### src/rtl/rand_key_gen_if.sv
// Control and result bundle between the game control FSM and the random key selector.
interface rand_key_gen_if #(
  parameter int WIDTH = 4
);
  logic             en;
  logic             req;
  logic             seed_load;
  logic [15:0]      seed_in;
  logic [WIDTH-1:0] key;
  logic             key_valid;
  logic             busy;

  modport master (
    output en, req, seed_load, seed_in,
    input  key, key_valid, busy
  );

  modport slave (
    input  en, req, seed_load, seed_in,
    output key, key_valid, busy
  );
endinterface

### src/rtl/rand_key_gen.sv
// Pseudo-random key index selector fed by a free-running 16-bit Galois LFSR, with
// on-demand and periodic draws, reseeding and optional no-repeat rejection.
module rand_key_gen #(
  parameter int          WIDTH       = 4,
  parameter int          NUM_KEYS    = 16,
  parameter logic [15:0] SEED        = 16'hACE1,
  parameter int          NO_REPEAT   = 1,
  parameter int          MAX_TRIES   = 8,
  parameter int          AUTO_PERIOD = 4000000
) (
  input logic           clk,
  input logic           rst_n,
  rand_key_gen_if.slave bus
);

  localparam logic [15:0]      POLY         = 16'hB400;
  localparam int               TCW          = (MAX_TRIES > 1) ? $clog2(MAX_TRIES) : 1;
  localparam logic [TCW-1:0]   TRY_LAST     = TCW'(MAX_TRIES - 1);
  localparam logic [WIDTH:0]   NUM_KEYS_W   = (WIDTH + 1)'(NUM_KEYS);
  localparam logic [WIDTH-1:0] LAST_KEY     = WIDTH'(NUM_KEYS - 1);
  localparam bit               ALLOW_REPEAT = (NO_REPEAT == 0) || (NUM_KEYS == 1);

  typedef enum logic {
    IDLE,
    DRAW
  } state_e;

  state_e           state_q, state_d;
  logic [15:0]      lfsr_q, lfsr_d, lfsr_step;
  logic [TCW-1:0]   tries_q, tries_d;
  logic [WIDTH-1:0] key_q, key_d;
  logic             valid_q, valid_d;
  logic             auto_req;
  logic [WIDTH-1:0] cand;
  logic [WIDTH-1:0] key_next;
  logic             cand_ok;

  // The LFSR free-runs every cycle; a reseed wins over the shift and zero is never kept.
  always_comb begin
    lfsr_step = {1'b0, lfsr_q[15:1]} ^ (lfsr_q[0] ? POLY : 16'h0000);
    lfsr_d    = bus.seed_load ? bus.seed_in : lfsr_step;
    if (lfsr_d == 16'h0000) begin
      lfsr_d = SEED;
    end
  end

  always_ff @(posedge clk or negedge rst_n) begin
    if (!rst_n) begin
      lfsr_q <= SEED;
    end else begin
      lfsr_q <= lfsr_d;
    end
  end

  generate
    if (AUTO_PERIOD > 0) begin : g_auto
      localparam int             TMW        = (AUTO_PERIOD > 1) ? $clog2(AUTO_PERIOD) : 1;
      localparam logic [TMW-1:0] TIMER_LAST = TMW'(AUTO_PERIOD - 1);

      logic [TMW-1:0] timer_q, timer_d;

      assign auto_req = bus.en && (timer_q == TIMER_LAST);

      always_comb begin
        timer_d = timer_q + TMW'(1);
        if (!bus.en || auto_req) begin
          timer_d = '0;
        end
      end

      always_ff @(posedge clk or negedge rst_n) begin
        if (!rst_n) begin
          timer_q <= '0;
        end else begin
          timer_q <= timer_d;
        end
      end
    end else begin : g_no_auto
      assign auto_req = 1'b0;
    end
  endgenerate

  // The low LFSR bits are the candidate; out-of-range or repeated values are retried.
  assign cand     = lfsr_q[WIDTH-1:0];
  assign key_next = (key_q == LAST_KEY) ? '0 : key_q + WIDTH'(1);
  assign cand_ok  = ({1'b0, cand} < NUM_KEYS_W) && (ALLOW_REPEAT || (cand != key_q));

  always_comb begin
    state_d = state_q;
    tries_d = tries_q;
    key_d   = key_q;
    valid_d = 1'b0;
    case (state_q)
      IDLE: begin
        if (bus.en && (bus.req || auto_req)) begin
          state_d = DRAW;
          tries_d = '0;
        end
      end
      DRAW: begin
        if (cand_ok) begin
          key_d   = cand;
          valid_d = 1'b1;
          state_d = IDLE;
        end else if (tries_q == TRY_LAST) begin
          key_d   = key_next;
          valid_d = 1'b1;
          state_d = IDLE;
        end else begin
          tries_d = tries_q + TCW'(1);
        end
      end
      default: state_d = IDLE;
    endcase
  end

  always_ff @(posedge clk or negedge rst_n) begin
    if (!rst_n) begin
      state_q <= IDLE;
      tries_q <= '0;
      key_q   <= '0;
      valid_q <= 1'b0;
    end else begin
      state_q <= state_d;
      tries_q <= tries_d;
      key_q   <= key_d;
      valid_q <= valid_d;
    end
  end

  assign bus.key       = key_q;
  assign bus.key_valid = valid_q;
  assign bus.busy      = (state_q == DRAW);

endmodule
### src/flat_wrapper.sv
// flat-port wrapper written by rule: the top's interface ports become plain ports
module rand_key_gen_flat 
#(
  parameter int          WIDTH       = 4,
  parameter int          NUM_KEYS    = 16,
  parameter logic [15:0] SEED        = 16'hACE1,
  parameter int          NO_REPEAT   = 1,
  parameter int          MAX_TRIES   = 8,
  parameter int          AUTO_PERIOD = 4000000
)
  (clk, rst_n, bus_en, bus_req, bus_seed_load, bus_seed_in, bus_key, bus_key_valid, bus_busy);
  rand_key_gen_if #(.WIDTH(WIDTH)) bus_i ();
  input logic clk;
  input logic rst_n;
  input wire logic [$bits(bus_i.en)-1:0] bus_en;
  input wire logic [$bits(bus_i.req)-1:0] bus_req;
  input wire logic [$bits(bus_i.seed_load)-1:0] bus_seed_load;
  input wire logic [$bits(bus_i.seed_in)-1:0] bus_seed_in;
  output wire logic [$bits(bus_i.key)-1:0] bus_key;
  output wire logic [$bits(bus_i.key_valid)-1:0] bus_key_valid;
  output wire logic [$bits(bus_i.busy)-1:0] bus_busy;
  assign bus_i.en = bus_en;
  assign bus_i.req = bus_req;
  assign bus_i.seed_load = bus_seed_load;
  assign bus_i.seed_in = bus_seed_in;
  assign bus_key = bus_i.key;
  assign bus_key_valid = bus_i.key_valid;
  assign bus_busy = bus_i.busy;
  rand_key_gen #(.WIDTH(WIDTH), .NUM_KEYS(NUM_KEYS), .SEED(SEED), .NO_REPEAT(NO_REPEAT), .MAX_TRIES(MAX_TRIES), .AUTO_PERIOD(AUTO_PERIOD)) u_core (.clk(clk), .rst_n(rst_n), .bus(bus_i));
endmodule
### config.mk
export PLATFORM = sky130hd
export DESIGN_NAME = rand_key_gen_flat
export DESIGN_NICKNAME = d
export VERILOG_FILES = /design/src/rtl/rand_key_gen_if.sv /design/src/rtl/rand_key_gen.sv /design/src/flat_wrapper.sv
export SDC_FILE = /design/constraint.sdc
export NUM_CORES = 1
export LEC_CHECK = 0
export CAP_MARGIN = 30
export CORE_UTILIZATION = 40
export CTS_CLUSTER_DIAMETER = 60
export DETAILED_ROUTE_END_ITERATION = 8
export PLACE_DENSITY_LB_ADDON = 0.08
export REMOVE_ABC_BUFFERS = 1
export SKIP_CTS_REPAIR_TIMING = 1
export SKIP_LAST_GASP = 1
export SYNTH_ARGS = -nofsm -noshare
export SYNTH_HDL_FRONTEND = slang
export SYNTH_SLANG_ARGS = --single-unit
export TNS_END_PERCENT = 5
### constraint.sdc
create_clock -name clk -period 1.8 [get_ports clk]
set_input_delay 0.36 -clock clk [delete_from_list [all_inputs] [get_ports clk]]
set_output_delay 0.36 -clock clk [all_outputs]
set_load 0.03 [all_outputs]
* Word-level counts from Yosys, hierarchy flattened *
Index checks and enable logic that the tools add are counted.

storage, ports and cells
  register bits after elaboration = 47
  output and inout port bits = 6
  logic and storage cells = 45

operators by class
  add/subtract/negate cells = 3
  eq/ne operators = 7
  multiplexer cells = 18
  bitwise logic cells = 2
  reductions and logical operators = 9

operator list
  operator                                                                  count
  16-bit two-way mux                                                        3
  22-bit by 1-bit adder with 22-bit output (second input constant)          1
  22-bit equality test (second input constant)                              1
  22-bit two-way mux                                                        1
  16-bit logical NOT                                                        1
  15-bit by 16-bit XOR with 16-bit output                                   1
  4-bit two-way mux                                                         3
  3-bit two-way mux                                                         3
  1-bit two-way mux                                                         6
  3-bit one-hot mux with 2 select lines                                     1
  4-bit by 1-bit adder with 4-bit output (second input constant)            1
  4-bit equality test (second input constant)                               1
  2-bit inequality test (second input constant)                             2
  4-bit inequality test                                                     1
  3-bit by 1-bit adder with 3-bit output (second input constant)            1
  3-bit equality test (second input constant)                               1
  3-bit AND reduction                                                       1
  1-bit logical AND                                                         2
  1-bit logical OR                                                          2
  2-bit by 1-bit inequality test with 1-bit output (second input constant)  1
  1-bit one-hot mux with 2 select lines                                     1
  2-bit AND reduction                                                       1
  2-bit nonzero test                                                        1
  1-bit logical NOT                                                         1
  1-bit NOT                                                                 1

* Depth between registers and ports, before layout *
Gate-level depths: netlist of the first run.

  depth in word-level cells = 6
  mapped depth = 6
  gate-level depth less buffers = 5

* Worst setup path after synthesis of the first run *
Ideal clock, no wire load.

  path kind = register to register
  start = reg u_core.lfsr_q[0]
  end = reg u_core.lfsr_q[0]
  setup time = 73 ps
  arrival = 1616 ps
  required time = 1727 ps
  setup slack = 111 ps
  stages on the path, launching flop included = 7
  cells stage by stage = dfstp_2 > buf_6 > and3_1 > o31ai_1 > or4_4 > buf_6 > o21ai_1

between the ends
  word-level cells in the longest chain between the ends = 5

RTL lines
  what                                     RTL line            source
  from (decl)                              rand_key_gen.sv:29  logic [15:0] lfsr_q, lfsr_d, lfsr_step;
  from (signal assigned)                   rand_key_gen.sv:51  lfsr_q <= lfsr_d;
  16-bit two-way mux                       rand_key_gen.sv:40  lfsr_step = {1'b0, lfsr_q[15:1]} ^ (lfsr_q[0] ? POLY : 16'h0000);
  15-bit by 16-bit XOR with 16-bit output  rand_key_gen.sv:40
  16-bit two-way mux                       rand_key_gen.sv:41  lfsr_d = bus.seed_load ? bus.seed_in : lfsr_step;
  16-bit logical NOT                       rand_key_gen.sv:42  if (lfsr_d == 16'h0000) begin
  16-bit two-way mux                       rand_key_gen.sv:42
  named net u_core.lfsr_d[0]               rand_key_gen.sv:29

The timed path passes the listed nets, and every way through them passes these cells.
A chain may end at the register's enable or synchronous reset.

* Worst setup path in the final report of the first run *
  start = reg u_core.key_q[1], in the netlist u_core.bus.key[1]
  end = out bus_key[1]

RTL lines
  what                    RTL line             source
  from (decl)             rand_key_gen.sv:31   logic [WIDTH-1:0] key_q, key_d;
  from (signal assigned)  rand_key_gen.sv:126  key_q <= key_d;
  to (decl)               flat_wrapper.sv:19   output wire logic [$bits(bus_i.key)-1:0] bus_key;

No word-level cell between the ends.

==> results.ini, run 1 <==
[status]
status = finished with violations
violations = hold timing, setup timing

[power_and_ir_drop]
total_power_w = 0.002577
power_density_nw_per_um2 = 839.1
leakagePower_nw = 1.311
ir_worst_vdd_uv = 585.2

[job]
max-cap-violations = 0

[die]
dieArea_um2 = 6445
ioPinCount = 27
fp.coreArea_um2 = 5921
die_y_um = 80.28
fp.dieW_um = 80.28
initial_utilization = 0.4140
rows = 28

[synth]
synth.largest_area_cell = dfrtp_1
async_flop_share = 1.000
syn_area_um2 = 2451
synthFlopType = dfrtp_1
ys_warn_count = 0
synth_seq_cells = 47
ys_types = 48
yosysSeqAreaShare = 0.4839
synth_edf_count = 0
syn-instance-count = 234
syn_avg_cell_area_um2 = 10.47
yosys-top-cells-area = dfrtp_1 40%, dfstp_2 8.6%, xor2_1 3.9%
synth_top_area_share = 0.3982

[global_routing]
grt_pass1_wl_um = 9204
antenna_found_initial = 0
grt_overflow = 0
grt_max_degree = 21
grt_pass1_vias = 1980
track_usage = 0.1839

[clock_tree]
cts_buffers = 5
clock_sinks = 47
clockBufferDepth = 2
ctsHtreeMaxLevel = 2
clk_pin_slew_worst_paths_ns = 0.09
cts-root-buf = clkbuf_8
cts_tree = done
insertion_delay_ns = 0.29

[routing]
avgViaCountPerCell = 5.377
wl_per_cell_um = 14.82
drc_errors = 0
vias = 1925
firstDrtPassIters = 4
postRouteAntennaNets = 0
drt-initial-drc-count = 54
routed_wl_um = 5305

[setup_path]
crit_arrival_ns = 1.47
cp.buffers_inverters = 1
critPathRequiredTime_ns = 1.44
path_delay_family = buffers and inverters
worst-path-max-fanout = 6
crit_type = register to output pin
cpPeakStageDelay_ns = 0.71
startpoint_type = register
slowest_stage = clkdlybuf4s50_1
path_cells = clkdlybuf4s50_1
cp-end-kind = output pin

[place]
dp.cells = 347
place_congestion = 0.8023
portBuffers = 26
hpwl_um = 3846

[timing]
timing.final.ws_setup_ns = -0.02555
finalSetupViolCount = 2
rsz0062_at_grt = true
hold_viol_final = 7
drv_slew = 0
holdWs_ns = -0.003027
worstMarginPinSlew_ns = 0.4270
slew_headroom = 0.7153
skew_ns = 0.004866
fin_crit_ns = 1.826
setup_tns_ns = -0.03220
fmaxAchievable_ghz = 0.5478
period_share = 1.014

[cells_and_area]
syn_to_final_growth_pct = 25.32
layout_common_cells = 39 x dfrtp_1, 23 x clkdlybuf4s50_1, 22 x buf_4, 21 x nor2_1, 12 x nand2_1
drive_above_1_share = 0.2367
layout_commonest_cell = dfrtp_1
finish.cell_count_without_fillers = 358
nFillCells = 536
n_antenna_cell = 0
nets = 307

[worst_hold_path]
hp-class = input port to asynchronous set/reset pin

[where the power goes]
part | leakage (nW) | total, W | internal, W | switching [W]
clock network | 0.0412 | 0.000614 | 0.000272 | 0.000342
logic | 0.671 | 0.000668 | 0.000334 | 0.000334
registers | 0.599 | 0.00130 | 0.00117 | 0.000123
[per-stage QoR]
step	cell area [um^2]	utilization	hold slack, ns	setup WS, ns
6_report	3072	0.5188	-0.003027	-0.02555
3_3_place_gp	2908	0.4911	0.3294	-0.3492
4_1_cts	2993	0.5055	0.003002	-0.09710
5_1_grt	3072	0.5188	0.01960	-0.09696
3_5_place_dp	2908	0.4911	0.3293	-0.3944
2_1_floorplan	2381	-	0.06441	0.1808
[routing by layer]
metal / vias up / share of wire / track usage
met5: - / 0 / 0
met3: 4 / 0.042 / 0.03750
met2: 43 / 0.49 / 0.3154
met4: 0 / 0.0062 / 0.03750
met1: 927 / 0.46 / 0.2396
li1: 951 / - / -
[cell families after synthesis]
group	after synthesis	share of synthesized area
adders and majority gates	4	0.02042
muxes	15	0.06483
buffers and inverters	16	0.03777
and+or+nand+nor	90	0.2103
xor gates and xnor gates	21	0.07504
DFF	47	0.4839
AOI/OAI and AO/OA	41	0.1077
[layout make-up]
cell class	count	area (um^2)	area share
Sequential cell	47	1186	0.3862
Inverter	6	22.52	0.007332
Clock inverter	2	12.51	0.004073
Timing Repair Buffer	51	467.9	0.1523
Multi-Input combinational cell	171	1216	0.3959
Clock buffer	6	72.57	0.02363
Tap cell	75	93.84	0.03055
[registers in the layout, indices dropped and copies added (netlist names)]
register	count
u_core.bus.key_valid	1
u_core.bus.key	4
u_core.g_auto.timer_q	22
u_core.tries_q	3
u_core.bus.busy	1
u_core.lfsr_q	16
[final timing paths]
| check | startpoint | endpoint | slack [ns] | depth (start not counted) |
|---|---|---|---|---|
| worst max-delay path | u_core.bus.key[1] | bus_key[1] | -0.03 | 1 |
| worst min-delay path | rst_n | u_core.g_auto.timer_q[0] | -0.003 | 1 |
| worst max register to register | u_core.lfsr_q[0] | u_core.lfsr_q[11] | 0.06 | 5 |
| worst min register to register | u_core.g_auto.timer_q[0] | u_core.g_auto.timer_q[0] | 0.49 | 1 |
| max in group asynchronous | rst_n | u_core.g_auto.timer_q[18] | 1.22 | 2 |
| min in group clk | u_core.g_auto.timer_q[0] | u_core.g_auto.timer_q[0] | 0.49 | 1 |
[synthesized netlist by cell type (3+ instances only)]
library cell	count
mux2i_1	8
nor3_1	5
and3_1	5
nand2_1	12
nand3_1	11
buf_6	3
o31ai_1	3
inv_1	6
dfrtp_1	39
dfstp_2	8
or3_1	4
ha_1	4
a21oi_1	8
nor2_1	21
and2_1	4
and4_1	6
o21ai_1	8
o21ai_0	7
or4_1	3
xnor2_1	10
buf_2	5
nand4_1	7
mux2_2	7
xor2_1	11
(Power assumes the default switching activity.)
==> run 2, diff against run 1 <==
--- a/config.mk
+++ b/config.mk
@@ -6,7 +6,7 @@
 export NUM_CORES = 1
 export LEC_CHECK = 0
 export CAP_MARGIN = 30
-export CORE_UTILIZATION = 40
+export CORE_UTILIZATION = 35
 export CTS_CLUSTER_DIAMETER = 60
 export DETAILED_ROUTE_END_ITERATION = 8
 export PLACE_DENSITY_LB_ADDON = 0.08
@@ -16,4 +16,3 @@
 export SYNTH_ARGS = -nofsm -noshare
 export SYNTH_HDL_FRONTEND = slang
 export SYNTH_SLANG_ARGS = --single-unit
-export TNS_END_PERCENT = 5
==> run 2 against run 1 <==
The run ends with hold timing left; clock skew increased by 0.0060 ns; utilization is 5.8 points lower; sequential power is essentially flat; final area increased by 1.9%; register-to-register slack about the same; setup slack improved by 0.091 ns; fmax grew 5.2%; critical path type is now register to register; critical endpoint is now u_core.lfsr_q[11].
==> results.ini, run 2 (synthesis results as in run 1) <==
[status]
status = finished with violations
violations = hold timing

[cells_and_area]
layout_common_cells = 39 x dfrtp_1, 21 x nor2_1, 20 x clkdlybuf4s50_1, 20 x buf_4, 12 x nand2_1
seq_area_um2 = 1186
multi_input_comb_area_um2 = 1227
drive_above_1_share = 0.2340
layout_commonest_cell = dfrtp_1
syn_to_final_growth_pct = 27.67
largest_reg_flops = 22
n_antenna_cell = 0
regMostFlops = u_core.g_auto.timer_q
nFillCells = 647
nets = 306

[global_routing]
grt_max_degree = 21
track_usage = 0.1601
grt_pass1_wl_um = 9273
grt_overflow = 0
antenna_found_initial = 0
grt_pass1_vias = 1939

[power_and_ir_drop]
leakagePower_nw = 1.356
total_power_w = 0.002647
power_density_nw_per_um2 = 845.9
ir_worst_vdd_uv = 445.4

[clock_tree]
clock_sinks = 47
cts_tree = done
cts-root-buf = clkbuf_8
cts_buffers = 5
insertion_delay_ns = 0.30
clk_pin_slew_worst_paths_ns = 0.09
clockBufferDepth = 2
ctsHtreeMaxLevel = 2

[die]
ioPinCount = 27
die_y_um = 85.69
fp.coreArea_um2 = 6794
rows = 30
fp.dieW_um = 85.69
initial_utilization = 0.3608
dieArea_um2 = 7342

[setup_path]
rr_worst_depth = 4
startpoint_type = register
cp-end-kind = register
crit_type = register to register
slowest_stage = or4_4
crit_arrival_ns = 1.97
worst-path-max-fanout = 8
path_cells = and3_1 > o31ai_1 > or4_4 > o21ai_1
cpPeakStageDelay_ns = 0.63
critPathRequiredTime_ns = 2.04

[routing]
avgViaCountPerCell = 5.032
postRouteAntennaNets = 0
drc_errors = 0
vias = 1902
drt-initial-drc-count = 86
wl_per_cell_um = 14.24
routed_wl_um = 5381
firstDrtPassIters = 4

[timing]
fin_crit_ns = 1.735
drv_slew = 0
slew_headroom = 0.6918
skew_ns = 0.01088
worstMarginPinSlew_ns = 0.4624
period_share = 0.9639
finalSetupViolCount = 0
hold_viol_final = 1
fmaxAchievable_ghz = 0.5764
rsz0062_at_grt = false
holdWs_ns = -0.001510

[place]
hpwl_um = 3965
place_congestion = 0.7698
portBuffers = 26

[worst_hold_path]
hp-class = input port to asynchronous set/reset pin

[job]
max-cap-violations = 0

==> run 2: changes by cell type in the layout (fill, tap and decap cells not counted), sizes merged <==
cell	before	now
clkdlybuf4s50	23	20
dlymetal6s2s	2	5
buf	26	25
==> run 2: area by class of cell <==
class,count,share of cell area
multi-input cells,171,0.3922
flip-flops and latches,47,0.3790
repair buffers,50,0.1515
well taps,96,0.03838
clock buffers,6,0.02639
inverters,6,0.007197
clock inverters,2,0.005198
==> run 2: worst paths after layout <==
check | end | from | slack [ns]
min in group clk | u_core.tries_q[1] | u_core.tries_q[1] | 0.54
max reg2reg | u_core.lfsr_q[11] | u_core.lfsr_q[0] | 0.06
max | u_core.lfsr_q[11] | u_core.lfsr_q[0] | 0.06
max in group asynchronous | u_core.g_auto.timer_q[11] | rst_n | 1.21
min | u_core.lfsr_q[4] | rst_n | -0.002
min reg2reg | u_core.tries_q[1] | u_core.tries_q[1] | 0.54
==> run 2: where the power goes <==
| part | internal [W] | switching (W) | total, W | leakage (nW) |
|---|---|---|---|---|
| clock | 0.000314 | 0.000368 | 0.000682 | 0.0474 |
| sequential | 0.00117 | 0.000117 | 0.00129 | 0.599 |
| combinational | 0.000333 | 0.000343 | 0.000676 | 0.710 |
==> run 2: critical path, delay by kind of cell, from the launching register on <==
kind | cells | cell delay, ns
compound gates | 2 | 0.24
flops | 1 | 0.62
simple gates | 2 | 0.81
==> run 2: per-layer routing <==
| layer | GRT usage | wire length [um] | up-vias |
|---|---|---|---|
| li1 | - | - | 951 |
| met5 | 0 | 0 | - |
| met4 | 0.05152 | 47 | 0 |
| met1 | 0.2067 | 2613 | 920 |
| met3 | 0.03272 | 176 | 4 |
| met2 | 0.2698 | 2543 | 27 |
==> run 2: through the flow <==
step	area, um^2	worst slack (ns)	std cells	TNS [ns]	util
floorplan	2381	0.1808	224	0	-
global placement	2954	-0.3798	369	-2.997	0.4348
global route	3129	0.00002776	378	0	0.4606
detailed placement	2954	-0.4185	369	-3.216	0.4348
CTS	3053	-0.1156	377	-0.9147	0.4494
finish	3129	0.06496	378	0	0.4606
